`src/rtl/axi_lite_master.sv`:
```
// axi_lite_master: single-outstanding AXI4-Lite initiator driven by a valid/ready command port.
// Latency: command accept at T -> AW/W or AR handshake at T+1, B/R at T+2, rsp_valid at T+3 (zero-wait slave).
// Backpressure: cmd_ready only in IDLE; rsp_* held until rsp_ready; AXI valids held until their handshake.
//
// Ports:
//   m1_axi_aclk / m1_axi_aresetn : clock, asynchronous active-low reset
//   cmd_*                        : command in (write flag, byte address, data, strobes)
//   rsp_*                        : result out (write echo, read data, captured BRESP/RRESP)
//   err_count                    : saturating count of SLVERR/DECERR responses
//   m1_axi_*                     : AXI4-Lite master channels AW, W, B, AR, R (all outputs registered)
module axi_lite_master #(
  parameter int DATA_WIDTH = 32,
  parameter int ADDR_WIDTH = 8
) (
  input  logic                      m1_axi_aclk,
  input  logic                      m1_axi_aresetn,
  // command port
  input  logic                      cmd_valid,
  output logic                      cmd_ready,
  input  logic                      cmd_write,
  input  logic [ADDR_WIDTH-1:0]     cmd_addr,
  input  logic [DATA_WIDTH-1:0]     cmd_wdata,
  input  logic [DATA_WIDTH/8-1:0]   cmd_wstrb,
  // response port
  output logic                      rsp_valid,
  input  logic                      rsp_ready,
  output logic                      rsp_write,
  output logic [DATA_WIDTH-1:0]     rsp_rdata,
  output logic [1:0]                rsp_resp,
  output logic [7:0]                err_count,
  // AXI4-Lite write address
  output logic [ADDR_WIDTH-1:0]     m1_axi_awaddr,
  output logic                      m1_axi_awvalid,
  input  logic                      m1_axi_awready,
  // AXI4-Lite write data
  output logic [DATA_WIDTH-1:0]     m1_axi_wdata,
  output logic [DATA_WIDTH/8-1:0]   m1_axi_wstrb,
  output logic                      m1_axi_wvalid,
  input  logic                      m1_axi_wready,
  // AXI4-Lite write response
  input  logic [1:0]                m1_axi_bresp,
  input  logic                      m1_axi_bvalid,
  output logic                      m1_axi_bready,
  // AXI4-Lite read address
  output logic [ADDR_WIDTH-1:0]     m1_axi_araddr,
  output logic                      m1_axi_arvalid,
  input  logic                      m1_axi_arready,
  // AXI4-Lite read data
  input  logic [DATA_WIDTH-1:0]     m1_axi_rdata,
  input  logic [1:0]                m1_axi_rresp,
  input  logic                      m1_axi_rvalid,
  output logic                      m1_axi_rready
);

  localparam int STRB_WIDTH = DATA_WIDTH / 8;

  typedef enum logic [2:0] {
    IDLE    = 3'd0,
    WR      = 3'd1,
    WR_RESP = 3'd2,
    RD_ADDR = 3'd3,
    RD_DATA = 3'd4,
    RSP     = 3'd5
  } state_t;

  state_t                  state_q;
  logic                    cmd_ready_q;
  logic                    rsp_valid_q;
  logic                    rsp_write_q;
  logic [DATA_WIDTH-1:0]   rsp_rdata_q;
  logic [1:0]              rsp_resp_q;
  logic [7:0]              err_count_q;
  logic [ADDR_WIDTH-1:0]   awaddr_q;
  logic                    awvalid_q;
  logic [DATA_WIDTH-1:0]   wdata_q;
  logic [STRB_WIDTH-1:0]   wstrb_q;
  logic                    wvalid_q;
  logic                    bready_q;
  logic [ADDR_WIDTH-1:0]   araddr_q;
  logic                    arvalid_q;
  logic                    rready_q;

  // cmd_ready is a register rather than a state decode so that every output,
  // including this one, reads 0 while reset is asserted. It rises one cycle
  // after reset release and one cycle after the response handshake.
  always_ff @(posedge m1_axi_aclk or negedge m1_axi_aresetn) begin
    if (!m1_axi_aresetn) begin
      state_q     <= IDLE;
      cmd_ready_q <= 1'b0;
      rsp_valid_q <= 1'b0;
      rsp_write_q <= 1'b0;
      rsp_rdata_q <= '0;
      rsp_resp_q  <= 2'b00;
      err_count_q <= 8'd0;
      awaddr_q    <= '0;
      awvalid_q   <= 1'b0;
      wdata_q     <= '0;
      wstrb_q     <= '0;
      wvalid_q    <= 1'b0;
      bready_q    <= 1'b0;
      araddr_q    <= '0;
      arvalid_q   <= 1'b0;
      rready_q    <= 1'b0;
    end else begin
      case (state_q)
        IDLE: begin
          if (cmd_valid && cmd_ready_q) begin
            cmd_ready_q <= 1'b0;
            if (cmd_write) begin
              awaddr_q  <= cmd_addr;
              wdata_q   <= cmd_wdata;
              wstrb_q   <= cmd_wstrb;
              awvalid_q <= 1'b1;
              wvalid_q  <= 1'b1;
              state_q   <= WR;
            end else begin
              araddr_q  <= cmd_addr;
              arvalid_q <= 1'b1;
              state_q   <= RD_ADDR;
            end
          end else begin
            cmd_ready_q <= 1'b1;
          end
        end

        WR: begin
          // A low valid in WR means that channel's handshake already happened,
          // so no separate "done" flags are needed.
          if (awvalid_q && m1_axi_awready) awvalid_q <= 1'b0;
          if (wvalid_q && m1_axi_wready)   wvalid_q  <= 1'b0;
          if ((!awvalid_q || m1_axi_awready) && (!wvalid_q || m1_axi_wready)) begin
            bready_q <= 1'b1;
            state_q  <= WR_RESP;
          end
        end

        WR_RESP: begin
          if (m1_axi_bvalid && bready_q) begin
            bready_q    <= 1'b0;
            rsp_resp_q  <= m1_axi_bresp;
            rsp_write_q <= 1'b1;
            rsp_rdata_q <= '0;
            rsp_valid_q <= 1'b1;
            if (m1_axi_bresp[1] && (err_count_q != 8'hFF)) err_count_q <= err_count_q + 8'd1;
            state_q     <= RSP;
          end
        end

        RD_ADDR: begin
          if (arvalid_q && m1_axi_arready) begin
            arvalid_q <= 1'b0;
            rready_q  <= 1'b1;
            state_q   <= RD_DATA;
          end
        end

        RD_DATA: begin
          if (m1_axi_rvalid && rready_q) begin
            rready_q    <= 1'b0;
            rsp_resp_q  <= m1_axi_rresp;
            rsp_write_q <= 1'b0;
            rsp_rdata_q <= m1_axi_rdata;
            rsp_valid_q <= 1'b1;
            if (m1_axi_rresp[1] && (err_count_q != 8'hFF)) err_count_q <= err_count_q + 8'd1;
            state_q     <= RSP;
          end
        end

        RSP: begin
          // cmd_ready rises only after this handshake, so a waiting command is
          // taken no earlier than the following cycle.
          if (rsp_ready) begin
            rsp_valid_q <= 1'b0;
            cmd_ready_q <= 1'b1;
            state_q     <= IDLE;
          end
        end

        default: state_q <= IDLE;
      endcase
    end
  end

  assign cmd_ready      = cmd_ready_q;
  assign rsp_valid      = rsp_valid_q;
  assign rsp_write      = rsp_write_q;
  assign rsp_rdata      = rsp_rdata_q;
  assign rsp_resp       = rsp_resp_q;
  assign err_count      = err_count_q;
  assign m1_axi_awaddr  = awaddr_q;
  assign m1_axi_awvalid = awvalid_q;
  assign m1_axi_wdata   = wdata_q;
  assign m1_axi_wstrb   = wstrb_q;
  assign m1_axi_wvalid  = wvalid_q;
  assign m1_axi_bready  = bready_q;
  assign m1_axi_araddr  = araddr_q;
  assign m1_axi_arvalid = arvalid_q;
  assign m1_axi_rready  = rready_q;

endmodule
```
`config.mk`:
```
export PLATFORM = sky130hd
export DESIGN_NAME = axi_lite_master
export DESIGN_NICKNAME = d
export VERILOG_FILES = /design/src/rtl/axi_lite_master.sv
export SDC_FILE = /design/constraint.sdc
export NUM_CORES = 1
export LEC_CHECK = 0
export ABC_AREA = 0
export BUFFER_PORTS_ARGS = -buffer_cell sky130_fd_sc_hd__buf_4
export CORE_MARGIN = 3
export CORE_UTILIZATION = 47
export CTS_CLUSTER_DIAMETER = 60
export CTS_CLUSTER_SIZE = 16
export DETAILED_ROUTE_END_ITERATION = 6
export PLACE_DENSITY_LB_ADDON = 0.12
export SKIP_CTS_REPAIR_TIMING = 1
export SLEW_MARGIN = 15
export SYNTH_ARGS = -nofsm -noshare
export SYNTH_HDL_FRONTEND = slang
export SYNTH_SLANG_ARGS = --single-unit
```
`constraint.sdc`:
```
create_clock -name m1_axi_aclk -period 2 [get_ports m1_axi_aclk]
set_input_delay 0.2 -clock m1_axi_aclk [delete_from_list [all_inputs] [get_ports m1_axi_aclk]]
set_output_delay 0.2 -clock m1_axi_aclk [all_outputs]
set_load 0.05 [all_outputs]
```
[After elaboration in Yosys (flattened, before gate mapping)]
Index checks and enable logic that the tools add are counted.
W data, S select, Z words.
Storage, ports and cells
  register bits: 105
  input bits: 90
  logic and storage cells: 112
Operators by class
  $add $sub $neg: 1
  eq/ne operators: 18
  muxes and demuxes: 43
  bitwise operators: 1
  reduce and logical (&&, ||, !) cells: 33
Operator list (number)
  $mux W32: 2
  $pmux W32 S2: 1
  $mux W8: 4
  $ne A2 B2 Y1 const B: 12
  $mux W3: 6
  $pmux W3 S6: 1
  $mux W1: 16
  $pmux W8 S2: 1
  $reduce_and A4 Y1: 4
  $reduce_and A3 Y1: 5
  $pmux W1 S2: 7
  $reduce_bool A2 Y1: 6
  $logic_and A1 B1 Y1: 9
  $add A8 B1 Y8 const B: 1
  $ne A8 B8 Y1 const B: 1
  $eq A3 B2 Y1 const B: 2
  $eq A3 B3 Y1 const B: 2
  $mux W2: 3
  $reduce_and A6 Y1: 1
  $reduce_and A5 Y1: 1
  $pmux W2 S2: 1
  $eq A3 B1 Y1 const B: 1
  $logic_not A3 Y1: 1
  $pmux W1 S3: 1
  other kinds (5): 7

[Longest topological paths before layout]
Gate-level depths: netlist (run 1).
  depth in word-level cells: 5
  depth in mapped cells: 7
  mapped depth without buffers: 6

[Worst setup path after synthesis (run 1)]
No wires, ideal clock.
  path type: reg2reg
  from: register err_count_q[0], in the netlist err_count[0]
  to: register err_count_q[1], in the netlist err_count[1]
  library setup time: 125 ps
  arrival time: 1909 ps
  slack: -33 ps
  stages on the path, launching flop included: 6
  path buffers: 0
  path through: dfrtp_1 > ha_1 > nand3_1 > o21ai_0 > a221oi_4 > mux2_2
Between the ends
  word-level cells in the longest chain between the ends: 4
  elaborated cells on any way between the ends: 12
  classes of those cells: add/sub: 1; eq/ne: 3; mux: 5; reduce/logical: 3
RTL lines
  from (decl): line 72  | logic [7:0] err_count_q;
  from (signal assigned): line 144  | if (m1_axi_bresp[1] && (err_count_q != 8'hFF)) err_count_q <= err_count_q + 8'd1;
  from (signal assigned): line 164  | if (m1_axi_rresp[1] && (err_count_q != 8'hFF)) err_count_q <= err_count_q + 8'd1;
  $add A8 B1 Y8 or $ne A8 B8 Y1 (tied branches): line 144, 164
  $mux W8 (tied with other cells): line 164
  $mux W8 (tied with other cells): line 158  | if (m1_axi_rvalid && rready_q) begin
  $pmux W8 S2 or $reduce_and A5 Y1 (tied branches)
Parallel ways exist; a longest one is shown, timed or not. The select of a mux whose other input is x is not followed.
A chain may end at the register's enable or synchronous reset.

[Final worst setup path (run 1)]
  from: register err_count_q[0], in the netlist err_count[0]
  to: register err_count_q[4], in the netlist err_count[4]
The elaborated chain is that of the path after synthesis.

==> metrics.txt, run 1 <==
result of the run=completed; total DRC errors in the routed layout=0; worst hold margin=37.58 ps; power density normalized to cell area=610.7 nW/um^2; ANT nets after route=0; startpoint-to-endpoint class of the critical path=reg2reg; Sw Ratio=0.2280; slowest library cell on the worst path=dfrtp_2; leakage power=3.247 nW; Final min period=1810 ps; most frequent cells after synthesis=dfrtp_1 (105), mux2_2 (54), a22o_1 (32); number of flops mapped to enable cells by yosys=0; asr flop ratio synth=1.000; area share of the leading cell type in the synthesized netlist=0.6304; Layout area overhead=44.64%; worst rel slew slack=0.6166; Critical Path, Cell by Cell=ha_1 > nand3_1 > o21ai_0 > a221oi_4 > buf_4 > nand2_1 > xnor2_1; post-synthesis cell area=4168 sq um; overall die width=100.2 um; post-route total power=3.681 mW; first-pass GRT wire length=16.09 mm; dominant synthesized flop cell=dfrtp_1; worst path buffer plus inverter count=1; sequential area share after synthesis=0.6304; Die Ht=100.2 um; total number of clock tree sinks=105; latest clock arrival within the worst-skew pair=370 ps; num ports=192; synth warn=0; clk buf depth=2; maximum clock frequency=552.4 MHz; detailed-routing iteration count for the pre-antenna-repair pass=4; data arrival time at the worst-slack endpoint=2060 ps; Slew Viols, Final=0; clock tree from TritonCTS=yes; clk slew on worst S/H paths=100 ps; crit end category=flip-flop; kind of launch point of the worst setup path=flip-flop; die area=10,030 sq um; post-synthesis cell type with the largest combined area=dfrtp_1; via count of the first global-routing pass=3,132; internal cell power=2.842 mW; Clock power frac=0.365; via density per instance=5.119; detail-routed net length per standard cell=16.46 um; number of antenna violations at the first check in global routing=0; final weighted congestion in routability-driven placement=0.8401; final number of hold-violating endpoints=0; # Max-Cap Violations=0; synthesized instance count=302; switching power=839.1 uW; Finish-stage setup viols=0; Worst-Margin Slew=575.2 ps; setup repair after global routing missed its margin=no; final net count=594; maximum vdd ir drop=322.1 uV; Inserted Diodes=0; Worst Hold Class=in2reg; kind of cell adding the most delay to the critical path=compound AO/OA/AOI/OAI gates; final sum of negative setup slack=0 ps; cell types occupying the most area after synthesis=dfrtp_1 (63%), mux2_2 (15%), a22o_1 (6.7%), nand2_1 (1.7%), buf_2 (1.7%); count of distinct cell types in the synthesized netlist=34; combinational power share=0.058; number of CTS-inserted buffers=9; global router's overall resource usage=0.2041; root buffer selected by CTS=clkbuf_8; initial cell density of the core=0.4948; DP Wirelength=7.491 mm; top-count cell post-synth=dfrtp_1; post-synthesis sequential element count=105; via count=3,138; Clock Skews=15.72 ps; CP peak stage delay=440 ps; Final period util=0.9052; required time of the critical path=2250 ps; number of design-rule violations left by the first detailed-router iteration=107; global route total overflow=0; share of layout cells above drive strength 1=0.5551; largest net degree at the start of global routing=45; Placeable Area=8423 sq um; share of power burned in registers=0.577; Routed WL=10.09 mm; Critical Path Fanout Max=5; Rows=33; count of buffers from port buffering=191; mean instance size in the synthesized netlist=13.80 sq um; number of levels in the clock H-tree=3; post-synthesis net count=393
## worst reg2reg max path, cell delays in order, from the launching register on
cell and delay (ps):
dfrtp_2 440, ha_1 230, nand3_1 100, o21ai_0 150, a221oi_4 400, buf_4 190, nand2_1 60, xnor2_1 120
## logic make-up (layout without fill, tap and decap cells)
group / count (synthesis) / count (layout) / share of synthesized area
multiplexers: 56 / 56 / 0.1507
AND/OR/NAND/NOR: 47 / 47 / 0.06004
flip-flops: 105 / 105 / 0.6304
AO/OA/AOI/OAI: 64 / 64 / 0.1162
buffers and inverters: 22 / 228 / 0.02492
XOR/XNOR: 7 / 7 / 0.01471
adder cells (fa/ha/maj): 1 / 1 / 0.003002
## worst paths after layout
path | start | to | slack (ps) | depth (start not counted)
setup / recovery | err_count[0]$_DFFE_PN0P_ | err_count[4]$_DFFE_PN0P_ | 190 | 7
hold / removal | m1_axi_arready | m1_axi_arvalid$_DFFE_PN0P_ | 40 | 2
setup reg to reg | err_count[0]$_DFFE_PN0P_ | err_count[4]$_DFFE_PN0P_ | 190 | 7
max in group asynchronous | m1_axi_aresetn | m1_axi_wdata[17]$_DFFE_PN0P_ | 1020 | 3
hold reg to reg | rsp_resp[1]$_DFFE_PN0P_ | rsp_resp[1]$_DFFE_PN0P_ | 500 | 2
min in group asynchronous | m1_axi_aresetn | rsp_rdata[20]$_DFFE_PN0P_ | 370 | 2
## flip-flops by register name (all words and copies together), names as in the netlist, 2 cells and up
| signal | cells |
|---|---|
| m1_axi_wdata | 32 |
| rsp_rdata | 32 |
| state_q | 3 |
| m1_axi_awaddr | 8 |
| err_count | 8 |
| m1_axi_araddr | 8 |
| m1_axi_wstrb | 4 |
| rsp_resp | 2 |
## stage by stage
step                setup slack, ps  cells  utilization  instance area [sq um]
CTS                           184.0    612       0.7145                   6018
floorplan                     16.86    302            -                   4170
global route                  67.02    613       0.7157                   6028
finish                        189.7    613       0.7157                   6028
detailed placement            199.3    596       0.6906                   5817
global placement              231.6    596       0.6906                   5817
## layout by cell type, fill, tap and decap left out, types with 2 or more instances in the layout
master	n
nand4_1	4
and3_1	3
a31oi_1	2
mux2i_1	2
inv_1	6
dfrtp_2	2
buf_4	201
nor2b_1	2
o21ai_0	13
buf_12	4
a211oi_1	2
clkinv_2	2
xnor2_1	6
mux2_2	54
a21oi_1	9
dfrtp_1	103
clkbuf_8	9
nor2_1	8
a22o_1	32
nand2_1	19
clkinv_4	2
nand3b_1	2
## per-layer routing
metal  GRT usage  wire [um]
met5           0          0
met4     0.06528        153
met3     0.05003        773
met2      0.3318       5000
met1      0.2710       4160
## layout make-up
class	instances	area (sq um)
repair buffers	206	1599
fillers	615	2395
inverters	6	22.52
clock inverters	7	77.57
clock buffers	9	123.9
multi-input cells	175	1444
flip-flops and latches	105	2630
well taps	105	131.4
## power groups by stage
stage          combinational, mW  sequential [mW]  clock [mW]
4_1_cts                    0.217             2.12        1.37
2_1_floorplan             0.0101             2.17           0
5_1_grt                    0.235             2.13        1.47
3_3_place_gp               0.214             2.17           0
3_5_place_dp               0.216             2.17           0
6_report                   0.214             2.12        1.34
No activity file was read; power rests on OpenSTA's default activity.
==> run 2, diff against run 1 <==
--- a/config.mk
+++ b/config.mk
@@ -8,11 +8,11 @@
 export ABC_AREA = 0
 export BUFFER_PORTS_ARGS = -buffer_cell sky130_fd_sc_hd__buf_4
 export CORE_MARGIN = 3
-export CORE_UTILIZATION = 47
+export CORE_UTILIZATION = 32
 export CTS_CLUSTER_DIAMETER = 60
 export CTS_CLUSTER_SIZE = 16
 export DETAILED_ROUTE_END_ITERATION = 6
-export PLACE_DENSITY_LB_ADDON = 0.12
+export PLACE_DENSITY_LB_ADDON = 0.08
 export SKIP_CTS_REPAIR_TIMING = 1
 export SLEW_MARGIN = 15
 export SYNTH_ARGS = -nofsm -noshare
==> run 2 against run 1 <==
Non-clock buffer count is 3 higher. Cell area grew 3.2%. Sequential power about the same. Flip-flop and latch count unchanged. Largest cell class unchanged. Highest routed layer unchanged.
==> metrics.txt, run 2 (same netlist as run 1, synthesis figures left out) <==
maximum clock frequency=538.4 MHz (was 552.4 MHz); largest net degree at the start of global routing=45 (unchanged); via count of the first global-routing pass=3,172 (was 3,132); power density normalized to cell area=665.0 nW/um^2 (was 610.7 nW/um^2); Worst-Margin Slew=441.2 ps (was 575.2 ps); num ports=192 (unchanged); Final period util=0.9287 (was 0.9052); number of levels in the clock H-tree=3 (unchanged); combinational power share=0.051 (was 0.058); Worst Hold Class=in2reg (unchanged); clock tree from TritonCTS=yes (unchanged); Inserted Diodes=0 (unchanged); Slew Viols, Final=0 (unchanged); final sum of negative setup slack=0 ps (unchanged); switching power=910.1 uW (was 839.1 uW); root buffer selected by CTS=clkbuf_16 (was clkbuf_8); Clock power frac=0.436 (was 0.365); internal cell power=3.228 mW (was 2.842 mW); via count=3,182 (was 3,138); kind of launch point of the worst setup path=flip-flop (unchanged); total number of clock tree sinks=105 (unchanged); final design instance area without fill=6223 sq um (was 6028 sq um); setup repair after global routing missed its margin=no (unchanged); global router's overall resource usage=0.1470 (was 0.2041); kind of cell adding the most delay to the critical path=flip-flops (was compound AO/OA/AOI/OAI gates); initial cell density of the core=0.3289 (was 0.4948); maximum vdd ir drop=397.1 uV (was 322.1 uV); worst rel slew slack=0.7059 (was 0.6166); share of power burned in registers=0.513 (was 0.577); post-route total power=4.139 mW (was 3.681 mW); leakage power=3.292 nW (was 3.247 nW); clk buf depth=2 (unchanged); Layout area overhead=49.32% (was 44.64%); overall die width=120.1 um (was 100.2 um); number of design-rule violations left by the first detailed-router iteration=143 (was 107); count of filler cells inserted in the layout=1,155 (was 615); startpoint-to-endpoint class of the critical path=reg2reg (unchanged); Final min period=1857 ps (was 1810 ps); number of antenna violations at the first check in global routing=0 (unchanged); DP Wirelength=7.776 mm (was 7.491 mm); worst path buffer plus inverter count=1 (unchanged); Layout Utilization=0.4912 (was 0.7157); latest clock arrival within the worst-skew pair=350 ps (was 370 ps); final weighted congestion in routability-driven placement=0.7699 (was 0.8401); Clock Skews=4.721 ps (was 15.72 ps); final net count=597 (was 594); total DRC errors in the routed layout=0 (unchanged); Sw Ratio=0.2199 (was 0.2280); detail-routed net length per standard cell=15.59 um (was 16.46 um); Finish-stage setup viols=0 (unchanged); number of CTS-inserted buffers=9 (unchanged); placed inst area=5903 sq um (was 5817 sq um); leading cell types in the layout, fill and taps excluded=buf_4 (205), dfrtp_1 (103), mux2_2 (54), a22o_1 (32), nand2_1 (19) (was buf_4 (201), dfrtp_1 (103), mux2_2 (54), a22o_1 (32), nand2_1 (19)); via density per instance=4.659 (was 5.119); share of layout cells above drive strength 1=0.5577 (was 0.5551); Rows=41 (was 33); result of the run=completed (unchanged); die area=14,430 sq um (was 10,030 sq um); detailed-routing iteration count for the pre-antenna-repair pass=4 (unchanged); slowest library cell on the worst path=dfrtp_1 (was dfrtp_2); most frequent standard cell in the layout excluding fill and tap cells=buf_4 (unchanged); # Max-Cap Violations=0 (unchanged); ANT nets after route=0 (unchanged); final number of hold-violating endpoints=0 (unchanged); required time of the critical path=2230 ps (was 2250 ps); global route total overflow=0 (unchanged); data arrival time at the worst-slack endpoint=2090 ps (was 2060 ps); count of buffers from port buffering=191 (unchanged); setup slack on the worst flop-to-flop path=140 ps (was 190 ps); first-pass GRT wire length=16.58 mm (was 16.09 mm); Die Ht=120.1 um (was 100.2 um); clk slew on worst S/H paths=70 ps (was 100 ps); Critical Path, Cell by Cell=buf_4 > nor2b_1 > and2b_1 > a221oi_4 > mux2_2 (was ha_1 > nand3_1 > o21ai_0 > a221oi_4 > buf_4 > nand2_1 > xnor2_1); CP peak stage delay=430 ps (was 440 ps); Routed WL=10.65 mm (was 10.09 mm); Critical Path Fanout Max=8 (was 5); Placeable Area=12,670 sq um (was 8423 sq um); crit end category=flip-flop (unchanged)
## run 2: routing by layer
metal	vias to the layer above	share of wire	routed length, um	track usage
met5	-	0	0	0
met2	109	0.48	5104	0.2332
met3	12	0.088	939	0.06126
met4	0	0.015	163	0.04438
li1	1501	-	-	-
met1	1560	0.42	4438	0.1836
## run 2: cell type report
cell class | count | area (sq um) | area share
timing repair buffer | 209 | 1609 | 0.2585
multi-input combinational | 175 | 1444 | 0.2320
clock inverter | 7 | 77.57 | 0.01246
tap | 172 | 215.2 | 0.03458
inverter | 6 | 22.52 | 0.003619
clock buffer | 9 | 225.2 | 0.03619
sequential | 105 | 2630 | 0.4226
## run 2: worst paths after layout
kind,from,endpoint,cells after the start
min,m1_axi_arready,m1_axi_arvalid$_DFFE_PN0P_,2
min reg2reg,rsp_resp[1]$_DFFE_PN0P_,rsp_resp[1]$_DFFE_PN0P_,2
max,state_q[2]$_DFFE_PN0P_,err_count[1]$_DFFE_PN0P_,5
max reg2reg,state_q[2]$_DFFE_PN0P_,err_count[1]$_DFFE_PN0P_,5
max in group asynchronous,m1_axi_aresetn,m1_axi_wdata[22]$_DFFE_PN0P_,3
min in group asynchronous,m1_axi_aresetn,m1_axi_wdata[24]$_DFFE_PN0P_,2
## run 2: metrics by stage
stage               cells  hold slack, ps  setup WS (ps)
global route          683           30.61          9.677
global placement      665           174.6          144.0
CTS                   681          -209.2          89.12
detailed placement    665           177.3          105.0
floorplan             302          -95.59          16.86
finish                683           45.54          142.7
## run 2: power groups by stage
stage,Sequential [mW],Combinational [mW],Clock [mW]
after floorplan,2.17,0.0101,0
after global placement,2.17,0.211,0
after detailed placement,2.17,0.213,0
after CTS,2.12,0.214,1.89
after global routing,2.12,0.234,1.96
final,2.12,0.210,1.80
